### config.mk
export PLATFORM = sky130hd
export DESIGN_NAME = gray_counter_param
export DESIGN_NICKNAME = d
export VERILOG_FILES = /design/src/rtl/gray_counter_param.sv
export SDC_FILE = /design/constraint.sdc
export NUM_CORES = 1
export LEC_CHECK = 0
export ABC_AREA = 1
export CORE_MARGIN = 2
export CORE_UTILIZATION = 30
export CTS_CLUSTER_SIZE = 20
export DETAILED_ROUTE_END_ITERATION = 7
export GPL_TIMING_DRIVEN = 0
export MAX_ROUTING_LAYER = met4
export SLEW_MARGIN = 20
export SYNTH_ARGS = -nofsm -noshare
export SYNTH_HDL_FRONTEND = slang
export SYNTH_SLANG_ARGS = --single-unit
### constraint.sdc
create_clock -name Clk -period 3.9 [get_ports Clk]
set_clock_uncertainty 0.05 [all_clocks]
set_input_delay 0.39 -clock Clk [delete_from_list [all_inputs] [get_ports Clk]]
set_output_delay 0.39 -clock Clk [all_outputs]
set_load 0.01 [all_outputs]
### src/rtl/gray_counter_param.sv
// -----------------------------------------------------------------------------
// gray_counter_param
//
// Purpose:
//   Parametrised WIDTH-bit Gray-code counter with up/down counting, parallel
//   load (binary), selectable wrap or saturate behaviour at the range ends,
//   sticky overflow/underflow flags with a clear input, and a one-cycle wrap
//   pulse. The count is held internally in binary; the Gray output is derived
//   from the next binary value so both outputs are registered on the same edge.
//
// Parameters:
//   WIDTH     counter width in bits (2..16)
//   SATURATE  0 = wrap at the range ends, 1 = hold at the end value
//
// Ports:
//   Clk        in   rising-edge clock
//   Reset      in   synchronous active-high reset
//   En         in   count enable, one step per enabled edge
//   Dir        in   0 = up, 1 = down
//   Load       in   parallel load strobe (beats En)
//   LoadVal    in   [WIDTH-1:0] binary value to load
//   ClrFlag    in   clears Overflow and Underflow
//   Output     out  [WIDTH-1:0] count in Gray code
//   Binary     out  [WIDTH-1:0] count in binary
//   Overflow   out  sticky, set when an up-step leaves the maximum
//   Underflow  out  sticky, set when a down-step leaves zero
//   Wrap       out  one-cycle pulse on an edge where the count wraps
// -----------------------------------------------------------------------------
module gray_counter_param #(
   parameter int unsigned WIDTH    = 3,
   parameter int unsigned SATURATE = 0
) (
   input  logic             Clk,
   input  logic             Reset,
   input  logic             En,
   input  logic             Dir,
   input  logic             Load,
   input  logic [WIDTH-1:0] LoadVal,
   input  logic             ClrFlag,
   output logic [WIDTH-1:0] Output,
   output logic [WIDTH-1:0] Binary,
   output logic             Overflow,
   output logic             Underflow,
   output logic             Wrap
);

   localparam logic             SAT_MODE = (SATURATE != 0);
   localparam logic [WIDTH-1:0] CNT_MAX  = {WIDTH{1'b1}};
   localparam logic [WIDTH-1:0] CNT_ZERO = {WIDTH{1'b0}};
   localparam logic [WIDTH-1:0] CNT_ONE  = {{(WIDTH-1){1'b0}}, 1'b1};

   // Binary to reflected Gray code conversion.
   function automatic logic [WIDTH-1:0] to_gray(input logic [WIDTH-1:0] bin);
      return bin ^ (bin >> 1);
   endfunction

   logic [WIDTH-1:0] r_bin;
   logic [WIDTH-1:0] r_gray;
   logic             r_ovf;
   logic             r_unf;
   logic             r_wrap;

   logic [WIDTH-1:0] w_bin_nxt;
   logic             w_ovf_nxt;
   logic             w_unf_nxt;
   logic             w_wrap_nxt;

   // Next-state logic: Load beats En; ClrFlag is applied first so that a
   // boundary event on the same edge re-sets its own flag afterwards.
   always_comb begin
      w_bin_nxt  = r_bin;
      w_wrap_nxt = 1'b0;
      w_ovf_nxt  = r_ovf & ~ClrFlag;
      w_unf_nxt  = r_unf & ~ClrFlag;

      if (Load) begin
         w_bin_nxt = LoadVal;
      end else if (En) begin
         if (!Dir) begin
            if (r_bin == CNT_MAX) begin
               w_ovf_nxt = 1'b1;
               if (SAT_MODE) begin
                  w_bin_nxt = r_bin;
               end else begin
                  w_bin_nxt  = CNT_ZERO;
                  w_wrap_nxt = 1'b1;
               end
            end else begin
               w_bin_nxt = r_bin + CNT_ONE;
            end
         end else begin
            if (r_bin == CNT_ZERO) begin
               w_unf_nxt = 1'b1;
               if (SAT_MODE) begin
                  w_bin_nxt = r_bin;
               end else begin
                  w_bin_nxt  = CNT_MAX;
                  w_wrap_nxt = 1'b1;
               end
            end else begin
               w_bin_nxt = r_bin - CNT_ONE;
            end
         end
      end else begin
         w_bin_nxt = r_bin;
      end
   end

   // State and output registers; Gray is computed from the next binary value
   // so Output and Binary always describe the same count.
   always_ff @(posedge Clk) begin
      if (Reset) begin
         r_bin  <= CNT_ZERO;
         r_gray <= CNT_ZERO;
         r_ovf  <= 1'b0;
         r_unf  <= 1'b0;
         r_wrap <= 1'b0;
      end else begin
         r_bin  <= w_bin_nxt;
         r_gray <= to_gray(w_bin_nxt);
         r_ovf  <= w_ovf_nxt;
         r_unf  <= w_unf_nxt;
         r_wrap <= w_wrap_nxt;
      end
   end

   assign Output    = r_gray;
   assign Binary    = r_bin;
   assign Overflow  = r_ovf;
   assign Underflow = r_unf;
   assign Wrap      = r_wrap;

endmodule

# After elaboration in Yosys (flattened, before gate mapping)
# Index checks and enable logic that the tools add are counted.
# classes
n_eq_ne	1
n_reduce_logical	2
mux	16
div_mod_pow	0
n_lt_le_gt_ge	0
addsub	2
n_bitwise	5
mul	0
n_shift	0
# ops
operator	n
$mux 3	5
$mux 1	11
$add 3x1->3 const B	1
$eq 3x3->1 const B	1
$logic_not 3->1	1
$reduce_or 3->1	1
$sub 3x1->3 const B	1
$xor 3x2->3	1
$and 1x1->1	2
$not 1->1	2
# totals
romBits	0
latchBits	0
ram_bits	0
input_bits	9
reg_bits	9
memories	0

# Depth between registers and ports, before layout
# logic_depth
ltp_word	6
ltp_mapped	12
mapped_depth_nobuf	12

# Worst setup path after synthesis
# OpenSTA, ideal clock, no wires.
# synth_path
path_kind	reg2reg
startpoint	register r_bin[0] (netlist: Binary[0])
endpoint	register r_gray[1] (netlist: Output[1])
slack_ns	2.466
path_stages_with_launch	11
setup_ns	0.113
synth_period_minus_slack_ns	1.434
arrival_ns	1.271
path_cell_list	dfxtp_1 -> inv_1 -> ha_1 -> nand2_1 -> inv_1 -> o21ai_1 -> nand2_1 -> nand2_2 -> inv_2 -> nor2_1 -> nor2_1
# synth_between
elab_chain_len	6
# synth_lines
element	line_no	text
start: declaration	57	logic [WIDTH-1:0] r_bin;
start signal: assignment	119	r_bin <= w_bin_nxt;
$add 3x1->3, or another cell as far along	89	w_bin_nxt = r_bin + CNT_ONE;
$mux 3, on equally long branches	80, 92	
$mux 3 (*)	79	if (!Dir) begin
$mux 3 (*)	78	end else if (En) begin
$mux 3 (*)	76	if (Load) begin
$xor 3x2->3 (*)	54	return bin ^ (bin >> 1);
end signal: assignment	120	r_gray <= to_gray(w_bin_nxt);
end: declaration	58	logic [WIDTH-1:0] r_gray;
# Every way passes the cells marked *; elsewhere a longest branch is shown, timed or not.
# A chain may end at the register's enable or synchronous reset.

==> reports/results.ini <==
[yosys]
ys.warnings.count=0
ys_ff_latch=8
syn_area_um2=459
netlist.area_leader.share_pct=34.9
syn_nets=80
async_flop_share_pct=0
synth_cell_types=16
syn_inst=67
synthFlopType=dfxtp_1
ys_seq_area_share_pct=34.9
syn_avg_cell_area_um2=6.85
yosys-top-cells-area=dfxtp_1 35%, nand2_1 14%, ha_1 11%
synth_edf_count=0
synth.largest_area_cell=dfxtp_1

[hold_path]
holdPathStages=2
whs_endpoint=Underflow
min_from=Underflow
hp-class=flop to flop

[setup_path]
r2r_start=Binary[1]
reg2reg_setup_slack_ns=2.43
crit_type=flop to output port
cp-start-kind=flop
critical_path_arrival_ns=1.35
setup.worst_path.end_class=output port
worst_ep_required_time_ns=3.46
timing.rr.end=Output[0]
critPathMaxFanout=6
worstRegToRegCells=10

[clocking]
cts_resized=0
cts_buffers=3
cts_sinks=8
clockRootBuffer=clkbuf_4
cts.clk_slew.worst_paths_ns=0.05
hold_buffers=0
cts_tree=done
clkLatencyLatePin_ns=0.25
postCtsSetupRepairBufs=0
htreeDepth=1
clockBufferDepth=2

[route]
ant_nets=0
avgViaCountPerCell=4.64
drc=0
wirelength_um=950
drt_first_pass_iters=3
drtIter0Drc=5
routedWlPerCell_um=9.31
vias=473

[grt]
grt_pass1_wl_mm=1.59
antenna_found_initial=0
grt_use_met3_pct=6.38
grt_start_max_net_pins=9
gr-usage-met1_pct=12.4
grt-busiest-layer=met2
grt_use_met2_pct=20.0
grt_pass1_vias=412
grt.total_usage_pct=11.9
grt_overflow=0

[cells_and_area]
diodes=0
area_delta_synth_final_pct=44.1
final_cell_area_um2=662
final_common_cell=nand2_1
layout.nets=101
drive_above_1_share_pct=11.6
layout_common_cells=17 x nand2_1, 16 x clkdlybuf4s50_1, 9 x nor2_1

[placement]
gp_routability_congestion=0.796
portBuffers=16
dp_hpwl_um=811
place_area_um2=639

[timing]
tns_ns=0
period_needed_ns=1.79
relSlewSlack_pct=76.3
worst_pin_slew_ns=0.355
period_share_pct=46.0
drv_slew=0
setup_viol=0
rsz0062_at_grt=false
clock.fmax_mhz=558
hold_viol_final=0

[job]
maxCapViolations=0

[power]
powerDensity_nw_per_um2=315
p_leak_nw=0.312
peakVddDrop_mv=0.170

[die]
fp-row-count=14
die_h_um=43.1
initial_core_util_pct=31.2
ios=18
dieArea_um2=1860
die_width_um=43.1
fp.coreArea_um2=1470

[run_status]
status=finished clean

## per-stage QoR
step / power (mW) / std cells / hold WS [ns] / setup slack, ns / util, %
final: 0.208 / 102 / 0.424 / 2.11 / 45.0
after global routing: 0.223 / 102 / 0.428 / 2.05 / 45.0
after CTS: 0.211 / 102 / 0.424 / 2.09 / 45.0
after detailed placement: 0.149 / 99 / 0.415 / 2.16 / 43.5
after global placement: 0.148 / 99 / 0.405 / 2.19 / 43.5
after floorplan: 0.123 / 67 / 0.437 / 2.47 / -
## area by class of cell
class,count,area (µm²)
fill,172,810
timing repair buffer,16,160
clock buffer,3,22.5
buffer,2,11.3
multi-input combinational,47,250
sequential,8,160
tap,16,20.0
inverter,10,37.5
## synthesized netlist by cell type, types with 2 or more instances
cell,number
a21oi_2,2
inv_2,2
nand2_1,17
nand4_1,2
ha_1,4
nor2_1,9
dfxtp_1,8
a21oi_1,6
nand3_1,2
inv_1,8
nand2_2,2
## worst max-delay path: stages (launching register included)
cell             delay, ns
dfxtp_1               0.44
buf_4                 0.15
clkdlybuf4s50_1       0.52
## cells by family (layout without fill, tap and decap cells)
| group | Yosys count | after routing | share of synthesized area [%] |
|---|---|---|---|
| buf+inv | 12 | 31 | 10.6 |
| simple gates | 33 | 33 | 30.2 |
| compound gates | 9 | 9 | 11.4 |
| xor+xnor | 1 | 1 | 1.91 |
| fa+ha+maj | 4 | 4 | 10.9 |
| flops | 8 | 8 | 34.9 |
## sequential cells by signal, indices dropped and copies added (netlist names)
signal / count
Wrap: 1
Overflow: 1
Underflow: 1
Output: 2
Binary: 3
## worst max path at each step
stage | startpoint | endpoint | slack, ns | cells past startpoint
CTS | Binary[2] | Output[2] | 2.09 | 2
finish | Binary[2] | Output[2] | 2.11 | 2
global placement | Dir | Output[1] | 2.19 | 10
global route | Binary[2] | Output[2] | 2.05 | 2
floorplan | Binary[0] | Output[1] | 2.47 | 10
detailed placement | Dir | Output[1] | 2.16 | 10
## report_power, final
part	internal, mW	switching [mW]
Sequential	0.0870	0.00352
Combinational	0.0288	0.0275
Clock	0.0351	0.0264
Total	0.151	0.0575
## metal layers
metal	vias up	wire length, µm
met5	-	0
met4	0	0
met3	0	42
met2	11	534
met1	215	372
li1	247	-
No activity file was read; power rests on OpenSTA's default activity.
